`config.mk`:
```
export PLATFORM = sky130hd
export DESIGN_NAME = mux8_serializer
export DESIGN_NICKNAME = d
export VERILOG_FILES = /design/src/rtl/mux8_serializer_pkg.sv /design/src/rtl/mux8_serializer_mux8.sv /design/src/rtl/mux8_serializer.sv
export SDC_FILE = /design/constraint.sdc
export NUM_CORES = 1
export LEC_CHECK = 0
export ABC_AREA = 1
export CAP_MARGIN = 20
export CORE_MARGIN = 2
export CORE_UTILIZATION = 43
export DETAILED_ROUTE_END_ITERATION = 7
export HOLD_SLACK_MARGIN = 0.12
export PLACE_DENSITY_LB_ADDON = 0.3
export REMOVE_ABC_BUFFERS = 1
export SLEW_MARGIN = 10
export SYNTH_ARGS = -nofsm -noshare
export SYNTH_HDL_FRONTEND = slang
export SYNTH_SLANG_ARGS = --single-unit
```
`constraint.sdc`:
```
create_clock -name clk -period 1.5 [get_ports clk]
set_input_delay 0.15 -clock clk [delete_from_list [all_inputs] [get_ports clk]]
set_output_delay 0.15 -clock clk [all_outputs]
set_load 0.005 [all_outputs]
```
`src/rtl/mux8_serializer_pkg.sv`:
```
// Shared definitions for the byte-to-bit serializer: state encoding,
// frame geometry and the select-ordering helper.
package mux8_serializer_pkg;

    localparam int FRAME_BITS = 8;
    localparam int SEL_W      = 3;

    localparam logic [SEL_W-1:0] CNT_FIRST = 3'd0;
    localparam logic [SEL_W-1:0] CNT_LAST  = 3'd7;

    typedef enum logic [1:0] {
        ST_IDLE  = 2'd0,
        ST_SHIFT = 2'd1,
        ST_GAP   = 2'd2
    } state_e;

    // Map the in-frame bit counter onto the mux select for the chosen bit order.
    function automatic logic [SEL_W-1:0] sel_of(input logic [SEL_W-1:0] cnt,
                                                 input logic             msb_first);
        logic [SEL_W-1:0] sel;
        if (msb_first) begin
            sel = CNT_LAST - cnt;
        end else begin
            sel = cnt;
        end
        return sel;
    endfunction

endpackage

```
`src/rtl/mux8_serializer_mux8.sv`:
```
// The 8:1 data mux: picks one bit of the held word according to the select.
module mux8_serializer_mux8
    import mux8_serializer_pkg::*;
(
    input  logic [FRAME_BITS-1:0] I,
    input  logic [SEL_W-1:0]      S,
    output logic                  O
);

    // Pure combinational bit selection.
    always_comb begin
        O = 1'b0;
        case (S)
            3'd0:    O = I[0];
            3'd1:    O = I[1];
            3'd2:    O = I[2];
            3'd3:    O = I[3];
            3'd4:    O = I[4];
            3'd5:    O = I[5];
            3'd6:    O = I[6];
            3'd7:    O = I[7];
            default: O = 1'b0;
        endcase
    end

endmodule

```
`src/rtl/mux8_serializer.sv`:
```
// Byte-to-bit serializer: accepts a word over valid/ready, holds it on the
// mux inputs and walks the select through all eight positions, one bit per
// consumer transfer, with optional idle gap between frames.
module mux8_serializer
    import mux8_serializer_pkg::*;
#(
    parameter bit          MSB_FIRST = 1'b0,
    parameter int unsigned GAP       = 0
)
(
    input  logic                  clk,
    input  logic                  rst,
    input  logic [FRAME_BITS-1:0] din,
    input  logic                  din_valid,
    output logic                  din_ready,
    output logic [SEL_W-1:0]      S,
    output logic                  sout,
    output logic                  sout_valid,
    input  logic                  sout_ready,
    output logic                  first,
    output logic                  last,
    output logic                  busy
);

    // A zero gap means the terminal transfer may chain straight into the next word.
    localparam bit         HAS_GAP    = (GAP != 0);
    localparam logic [3:0] GAP_RELOAD = HAS_GAP ? 4'(GAP - 1) : 4'd0;

    state_e                state_r;
    state_e                state_s;
    logic [FRAME_BITS-1:0] hold_r;
    logic [FRAME_BITS-1:0] hold_s;
    logic [SEL_W-1:0]      cnt_r;
    logic [SEL_W-1:0]      cnt_s;
    logic [3:0]            gap_cnt_r;
    logic [3:0]            gap_cnt_s;
    logic [SEL_W-1:0]      sel_s;
    logic                  ready_raw_s;
    logic                  xfer_s;

    // Handshake and frame-marker outputs decoded from the registered state.
    always_comb begin
        sel_s       = 3'd0;
        sout_valid  = 1'b0;
        first       = 1'b0;
        last        = 1'b0;
        busy        = 1'b0;
        ready_raw_s = 1'b0;
        case (state_r)
            ST_IDLE: begin
                ready_raw_s = 1'b1;
            end
            ST_SHIFT: begin
                sout_valid  = 1'b1;
                busy        = 1'b1;
                sel_s       = sel_of(cnt_r, MSB_FIRST);
                first       = (cnt_r == CNT_FIRST);
                last        = (cnt_r == CNT_LAST);
                ready_raw_s = (!HAS_GAP) && (cnt_r == CNT_LAST) && sout_ready;
            end
            ST_GAP: begin
                busy = 1'b1;
            end
            default: begin
                sel_s = 3'd0;
            end
        endcase
        if (rst) begin
            din_ready = 1'b0;
        end else begin
            din_ready = ready_raw_s;
        end
    end

    assign S      = sel_s;
    assign xfer_s = sout_valid & sout_ready;

    mux8_serializer_mux8 u_mux (
        .I (hold_r),
        .S (sel_s),
        .O (sout)
    );

    // Next-state, counter and word-capture decisions.
    always_comb begin
        state_s   = state_r;
        hold_s    = hold_r;
        cnt_s     = cnt_r;
        gap_cnt_s = gap_cnt_r;
        case (state_r)
            ST_IDLE: begin
                if (din_valid) begin
                    hold_s  = din;
                    cnt_s   = CNT_FIRST;
                    state_s = ST_SHIFT;
                end else begin
                    state_s = ST_IDLE;
                end
            end
            ST_SHIFT: begin
                if (!xfer_s) begin
                    state_s = ST_SHIFT;
                end else if (cnt_r != CNT_LAST) begin
                    cnt_s = cnt_r + 3'd1;
                end else if (HAS_GAP) begin
                    cnt_s     = CNT_FIRST;
                    gap_cnt_s = GAP_RELOAD;
                    state_s   = ST_GAP;
                end else if (din_valid) begin
                    hold_s = din;
                    cnt_s  = CNT_FIRST;
                end else begin
                    cnt_s   = CNT_FIRST;
                    state_s = ST_IDLE;
                end
            end
            ST_GAP: begin
                if (gap_cnt_r == 4'd0) begin
                    state_s = ST_IDLE;
                end else begin
                    gap_cnt_s = gap_cnt_r - 4'd1;
                end
            end
            default: begin
                state_s = ST_IDLE;
            end
        endcase
    end

    // State and datapath registers with synchronous reset.
    always_ff @(posedge clk) begin
        if (rst) begin
            state_r   <= ST_IDLE;
            hold_r    <= 8'd0;
            cnt_r     <= 3'd0;
            gap_cnt_r <= 4'd0;
        end else begin
            state_r   <= state_s;
            hold_r    <= hold_s;
            cnt_r     <= cnt_s;
            gap_cnt_r <= gap_cnt_s;
        end
    end

endmodule
```
==> impl_metrics.csv, run 1 <==
group,metric,value,unit
logic_synthesis,synth-main-ff-cell,"dfxtp_1",
clock_network,clock_sinks,12,
setup_path,crit_fanout,3,
run,max-cap-violations,0,
floorplanning,start_util,47.3,%
floorplanning,dieArea,1810,um2
power_and_ir_drop,p_per_area,754,nW/um2
floorplanning,num_io_pins,21,
setup_path,cp_slowest_stage_delay,330,ps
grt,grt_use_total,17.3,%
clock_network,numCtsBuffers,3,
logic_synthesis,synthCells,90,
clock_network,clk_latency,270,ps
drt,wl_per_cell,11.9,um
floorplanning,rows,13,
finish,nNetsFinal,136,
placed_design,dpl_worst_slack,0.384,ps
status,violations,"setup timing",
min_path,worstHoldPathCells,3,
timing,fmax,654,MHz
grt,antenna_found_initial,0,
finish,nFillCells,98,
grt,grt_pass1_vias,573,
setup_path,cp-start-kind,"flop",
setup_path,arrival,1380,ps
clock_network,clock_tree.root_cell,"clkbuf_4",
drt,routed_wl,1.61,mm
clock_network,clkTransAtPathRegs,80,ps
power_and_ir_drop,ir_worst_vdd,0.000524,V
finish,final_cells,135,
logic_synthesis,synth_edf_count,0,
grt,grt_overflow_total,0,
min_path,hold_class,"primary input to flop",
setup_path,path_cells,"buf_4 > nand2_2 > inv_2 > nand3_1 > nand3_1 > nand2_1 > dlygate4sd2_1",
grt,grt_first_pass_wirelength,2.42,mm
logic_synthesis,synth_area_leaders,"dfxtp_1 (38%), nand3_1 (15%), nand2_1 (14%)",
setup_path,cp.depth,7,
placed_design,numPlacedInstances,129,
floorplanning,core_area,1350,um2
placed_design,portBuffers,20,
setup_path,slowest_stage,"dfxtp_2",
finish,post-route-util,74.2,%
timing,hold_viol_final,0,
clock_network,cts_tree,"done",
clock_network,hold_buffers,0,
timing,tightestPinTransition,318,ps
logic_synthesis,netlist_area,638,um2
clock_network,ctsLongestPathBuffers,2,
timing,worst_slack,-29.8,ps
clock_network,cts_htree_levels,1,
setup_path,required,1350,ps
logic_synthesis,synth_top_area_share,37.6,%
logic_synthesis,yosys_warnings,0,
power_and_ir_drop,p_leak,0.494,nW
timing,finalCritPeriodShare,102,%
logic_synthesis,ys_types,13,
setup_path,reg2reg_depth,9,
timing,rsz0062_at_grt,"true",
setup_path,cp_top_family,"buffers and inverters",
timing,setup_viol,3,
drt,drt_first_pass_iters,4,
drt,drc_errors,0,
timing,relSlewSlack,78.7,%
finish,area_growth,57.1,%
logic_synthesis,yosys-top-cells-count,"nand2_1 (23), nand3_1 (19), a21oi_1 (13)",
drt,first_iter_violations,31,
finish,n_antenna_cell,0,
setup_path,path_buf_inv,3,
logic_synthesis,synth_most_common_cell,"nand2_1",
timing,fin_skew,0.923,ps
timing,hold_slack,459,ps
floorplanning,die_w,42.5,um
status,outcome,"complete, but fails checks",
finish,drive_above_1_share,29.2,%
logic_synthesis,avgSynthCellArea,7.09,um2
placed_design,gp_congestion,0.801,
setup_path,crit_type,"flop to primary output",
logic_synthesis,synth_largest_area_cell,"dfxtp_1",
drt,viasPerCell,5.26,
setup_path,path_common_cell,"nand3_1",
grt,grt_max_degree,13,
placed_design,dp_hpwl,1.05,mm
logic_synthesis,ys_ff_latch,12,
timing,slew_viol_final,0,
timing,layout_min_cycle_time,1530,ps
drt,vias,710,
setup_path,crit_path_end_kind,"primary output",
floorplanning,die_h,42.5,um
logic_synthesis,synthArstFlopShare,0,%
logic_synthesis,seq_area_frac_synth,37.6,%
drt,antenna_left,0,
## final cells by class
class	instances	area [um2]	area share [%]
multi-input cells	65	392	39.1
inverters	9	33.8	3.37
flip-flops and latches	12	248	24.7
repair buffers	30	274	27.3
clock buffers	4	36.3	3.62
well taps	15	18.8	1.87
## kinds of logic (layout without fill, tap and decap cells)
group / Yosys count / in the layout / synth area share, %
adder cells (fa/ha/maj): 3 / 3 / 5.88
flip-flops: 12 / 12 / 37.6
AND/OR/NAND/NOR: 49 / 49 / 36.3
buffers and inverters: 13 / 43 / 10.0
AO/OA/AOI/OAI: 13 / 13 / 10.2
## worst register-to-register path: cells and delay by family (launching register included)
family | cells | cell delay (ps)
buf+inv | 2 | 260
compound gates | 1 | 120
simple gates | 4 | 310
fa+ha+maj | 2 | 340
flops | 1 | 330
## stage by stage
step	power, W	instance area (um2)	TNS, ps
3_5_place_dp	0.000494	887	0
5_1_grt	0.000787	1000	-242
4_1_cts	0.000744	947	-0.245
2_1_floorplan	0.000407	608	0
6_report	0.000755	1000	-42.2
3_3_place_gp	0.000491	887	0
## state kept, by name, summed over array words and instances, names as in the netlist
signal and count:
cnt_r 3, state_r 1, hold_r 8
## power breakdown
group          total (W)  switching (W)  leakage (nW)  internal [W]
registers       0.000348      0.0000131         0.100      0.000335
clock network   0.000255       0.000107        0.0210      0.000147
logic           0.000153      0.0000729         0.373     0.0000800
## worst paths after layout
path | startpoint | endpoint | slack (ps)
worst max-delay path | cnt_r[0]$_SDFFE_PP0P_ | sout | -30
worst min-delay path | din[2] | hold_r[2]$_SDFFE_PP0P_ | 460
worst max register to register | cnt_r[0]$_SDFFE_PP0P_ | hold_r[6]$_SDFFE_PP0P_ | 80
worst min register to register | hold_r[1]$_SDFFE_PP0P_ | hold_r[1]$_SDFFE_PP0P_ | 460
## cells in the final DEF, fill, tap and decap left out, types with 2 or more instances in the layout
master	n
a21oi_1	11
a21oi_2	2
buf_4	8
buf_6	2
clkbuf_4	3
clkdlybuf4s50_1	13
dfxtp_1	8
dfxtp_2	3
dlygate4sd2_1	3
dlymetal6s2s_1	2
ha_2	2
inv_1	7
inv_2	2
nand2_1	20
nand2_2	2
nand2_4	2
nand2_8	2
nand3_1	17
nand3_2	2
nor2_1	3
## metal layers
metal | global-route usage [%] | wire [um] | part of all wire (%)
met5 | 0 | 0 | 0
met4 | 5.00 | 0 | 0
met3 | 5.17 | 113 | 7.0
met2 | 27.7 | 765 | 47
met1 | 22.4 | 734 | 46
## what timing repair did
action	in CTS	in global routing
setup buffers	1	1
hold endpoints to repair	0	0
gates resized for setup	21	13
pin swaps	0	2
endpoints found under the setup margin	9	15
No activity file was read; power rests on OpenSTA's default activity.
==> run 2, diff against run 1 <==
- CORE_UTILIZATION: 43 -> 45
- SYNTH_HIERARCHICAL: not set -> 1
==> run 2 against run 1 <==
Against the previous run: the run now ends clean; die area increased by 7.4%; wire length is 2.7% higher; clock skew about the same; design area increased by 4.2%; flip-flop and latch count unchanged; non-clock buffer count is the same; sequential power increased by 2%; fmax is 5.9% higher; clock-buffer cell count unchanged; clock power hardly changed; synthesized cell count grew 24%; critical endpoint is now last; highest routed layer is now met4.
==> impl_metrics.csv, run 2 <==
group,metric,value,unit
clock_network,numCtsBuffers,3,
status,outcome,"finished, final reports clean",
logic_synthesis,netlist_area,722,um2
logic_synthesis,yosys_warnings,6,
run,max-cap-violations,0,
logic_synthesis,synth-main-ff-cell,"dfxtp_1",
timing,worst_slack,55.1,ps
grt,grt_use_total,18.4,%
logic_synthesis,synthArstFlopShare,0,%
finish,n_antenna_cell,0,
min_path,hold_class,"flop to flop",
logic_synthesis,synth_most_common_cell,"nand2_1",
finish,top_register,"hold_r",
finish,layout_common_cells,"nand2_1 (27), inv_1 (16), nand3_1 (16)",
drt,drt_first_pass_iters,4,
grt,busiest_layer,"met2",
floorplanning,die_h,44.1,um
timing,relSlewSlack,79.6,%
logic_synthesis,synth_largest_area_cell,"dfxtp_1",
floorplanning,core_area,1510,um2
placed_design,dpl_cell_area,946,um2
drt,drc_errors,0,
clock_network,clock_sinks,12,
placed_design,gp_congestion,0.740,
floorplanning,die_w,44.1,um
timing,slew_viol_final,0,
grt,antenna_found_initial,0,
drt,viasPerCell,4.76,
timing,tightestPinTransition,305,ps
timing,fmax,692,MHz
timing,hold_viol_final,0,
timing,layout_min_cycle_time,1440,ps
power_and_ir_drop,combPwrFrac,21.4,%
finish,mostFrequentLayoutCell,"nand2_1",
logic_synthesis,synthCells,112,
power_and_ir_drop,power_switching,0.000200,W
clock_network,ctsLongestPathBuffers,2,
power_and_ir_drop,ir_worst_vdd,0.000493,V
finish,reg.largest.list,"hold_r x8, cnt_r x3, state_r x1",
logic_synthesis,ys_types,15,
grt,grt_pass1_vias,596,
clock_network,clock_tree.root_cell,"clkbuf_4",
drt,wl_per_cell,10.5,um
logic_synthesis,synth_top_area_share,33.3,%
power_and_ir_drop,p_per_area,743,nW/um2
power_and_ir_drop,clkPwrFrac,32.9,%
setup_path,arrival,1290,ps
power_and_ir_drop,power_frac_seq,45.7,%
finish,area_growth,44.7,%
placed_design,dpl_worst_slack,-27.6,ps
floorplanning,rows,14,
logic_synthesis,synth_edf_count,0,
finish,area.sequential,246,um2
setup_path,required,1350,ps
timing,setup_viol,0,
timing,rsz0062_at_grt,"true",
setup_path,cp-start-kind,"flop",
clock_network,cts_htree_levels,1,
finish,nNetsFinal,158,
drt,first_iter_violations,8,
logic_synthesis,seq_area_frac_synth,33.3,%
drt,routed_wl,1.66,mm
floorplanning,dieArea,1940,um2
setup_path,crit_type,"flop to primary output",
timing,finalCritPeriodShare,96.3,%
timing,fin_skew,0.463,ps
drt,vias,748,
clock_network,clk_latency,270,ps
power_and_ir_drop,p_int,0.000576,W
logic_synthesis,synth_area_leaders,"dfxtp_1 (33%), nand2_1 (14%), nand3_1 (12%)",
placed_design,dp_hpwl,1.16,mm
setup_path,crit_path_end_kind,"primary output",
clock_network,hold_buffers,0,
logic_synthesis,yosys-top-cells-count,"nand2_1 (27), inv_1 (19), nand3_1 (17)",
grt,grtUsageMet3,3.67,%
power_and_ir_drop,p_leak,0.549,nW
finish,stdcell_area,1040,um2
grt,grt_overflow_total,0,
clock_network,cts_tree,"done",
grt,grt_max_degree,18,
grt,use_met1,25.7,%
grt,grt_first_pass_wirelength,2.58,mm
floorplanning,start_util,47.9,%
finish,largest_reg_flops,8,
floorplanning,num_io_pins,21,
drt,antenna_left,0,
timing,tns,0,ps
power_and_ir_drop,sw_frac_of_total,25.7,%
finish,multiInputGateArea,383,um2
clock_network,clkTransAtPathRegs,80,ps
finish,nFillCells,136,
logic_synthesis,ys_ff_latch,12,
grt,met2_usage,27.1,%
logic_synthesis,avgSynthCellArea,6.45,um2
setup_path,crit_fanout,2,
placed_design,portBuffers,20,
finish,drive_above_1_share,21.3,%
==> run 2: stage by stage <==
stage	hold WS (ps)	power, W	cells	util, %
floorplan	219	0.000428	107	-
global placement	465	0.000513	148	62.8
detailed placement	470	0.000517	148	62.8
CTS	488	0.000783	157	68.7
global route	524	0.000817	157	69.4
finish	488	0.000776	157	69.4
==> run 2: cell families (layout without fill, tap and decap cells) <==
| kind of cell | count (synthesis) | count (layout) | share of synthesized area [%] |
|---|---|---|---|
| compound gates | 14 | 14 | 9.70 |
| buf+inv | 26 | 55 | 17.3 |
| fa+ha+maj | 4 | 4 | 6.93 |
| flops | 12 | 12 | 33.3 |
| simple gates | 56 | 56 | 32.8 |
==> run 2: final cells by class <==
class / instances / area share (%)
multi-input combinational: 74 / 36.6
sequential: 12 / 23.6
timing repair buffer: 30 / 26.8
clock buffer: 4 / 3.47
tap: 16 / 1.92
inverter: 21 / 7.54
==> run 2: worst paths after layout <==
| kind | startpoint | endpoint | slack (ps) | cells after the start |
|---|---|---|---|---|
| setup / recovery | cnt_r[0]$_SDFFE_PP0P_ | last | 60 | 5 |
| hold / removal | hold_r[6]$_SDFFE_PP0P_ | hold_r[6]$_SDFFE_PP0P_ | 490 | 2 |
| hold reg to reg | hold_r[6]$_SDFFE_PP0P_ | hold_r[6]$_SDFFE_PP0P_ | 490 | 2 |
| setup reg to reg | cnt_r[0]$_SDFFE_PP0P_ | hold_r[5]$_SDFFE_PP0P_ | 130 | 6 |
==> run 2: routing by layer <==
layer / up-vias / routed length [um]
met5: - / 0
met4: 0 / 15
met3: 2 / 50
met2: 13 / 765
met1: 324 / 823
li1: 409 / -
==> run 2: worst max-delay path: stages (launching register included) <==
cell           delay (ps)
dfxtp_4               360
ha_4                  160
ha_2                  170
nand2_1                60
inv_1                  30
dlygate4sd2_1         240
==> run 2: timing repair <==
| action | CTS | global route |
|---|---|---|
| pin swaps | 2 | 0 |
| hold endpoints to repair | 0 | 0 |
| endpoints found under the setup margin | 7 | 5 |
| resized for setup | 21 | 10 |
| setup buffers | 5 | 0 |
==> run 2: power groups by stage <==
stage	logic [W]	registers (W)	clock network, W
2_1_floorplan	0.0000679	0.000360	0
3_3_place_gp	0.000154	0.000359	0
3_5_place_dp	0.000157	0.000360	0
4_1_cts	0.000167	0.000354	0.000261
5_1_grt	0.000186	0.000357	0.000274
6_report	0.000167	0.000355	0.000255
==> run 3, diff against run 2 <==
- ABC_CLOCK_PERIOD_IN_PS: not set -> 1500
- CORE_UTILIZATION: 45 -> 43
- SYNTH_HIERARCHICAL: 1 -> not set
==> results of run 3 <==
Same layout as run 1: the final DEF is identical, and so are final timing and power.
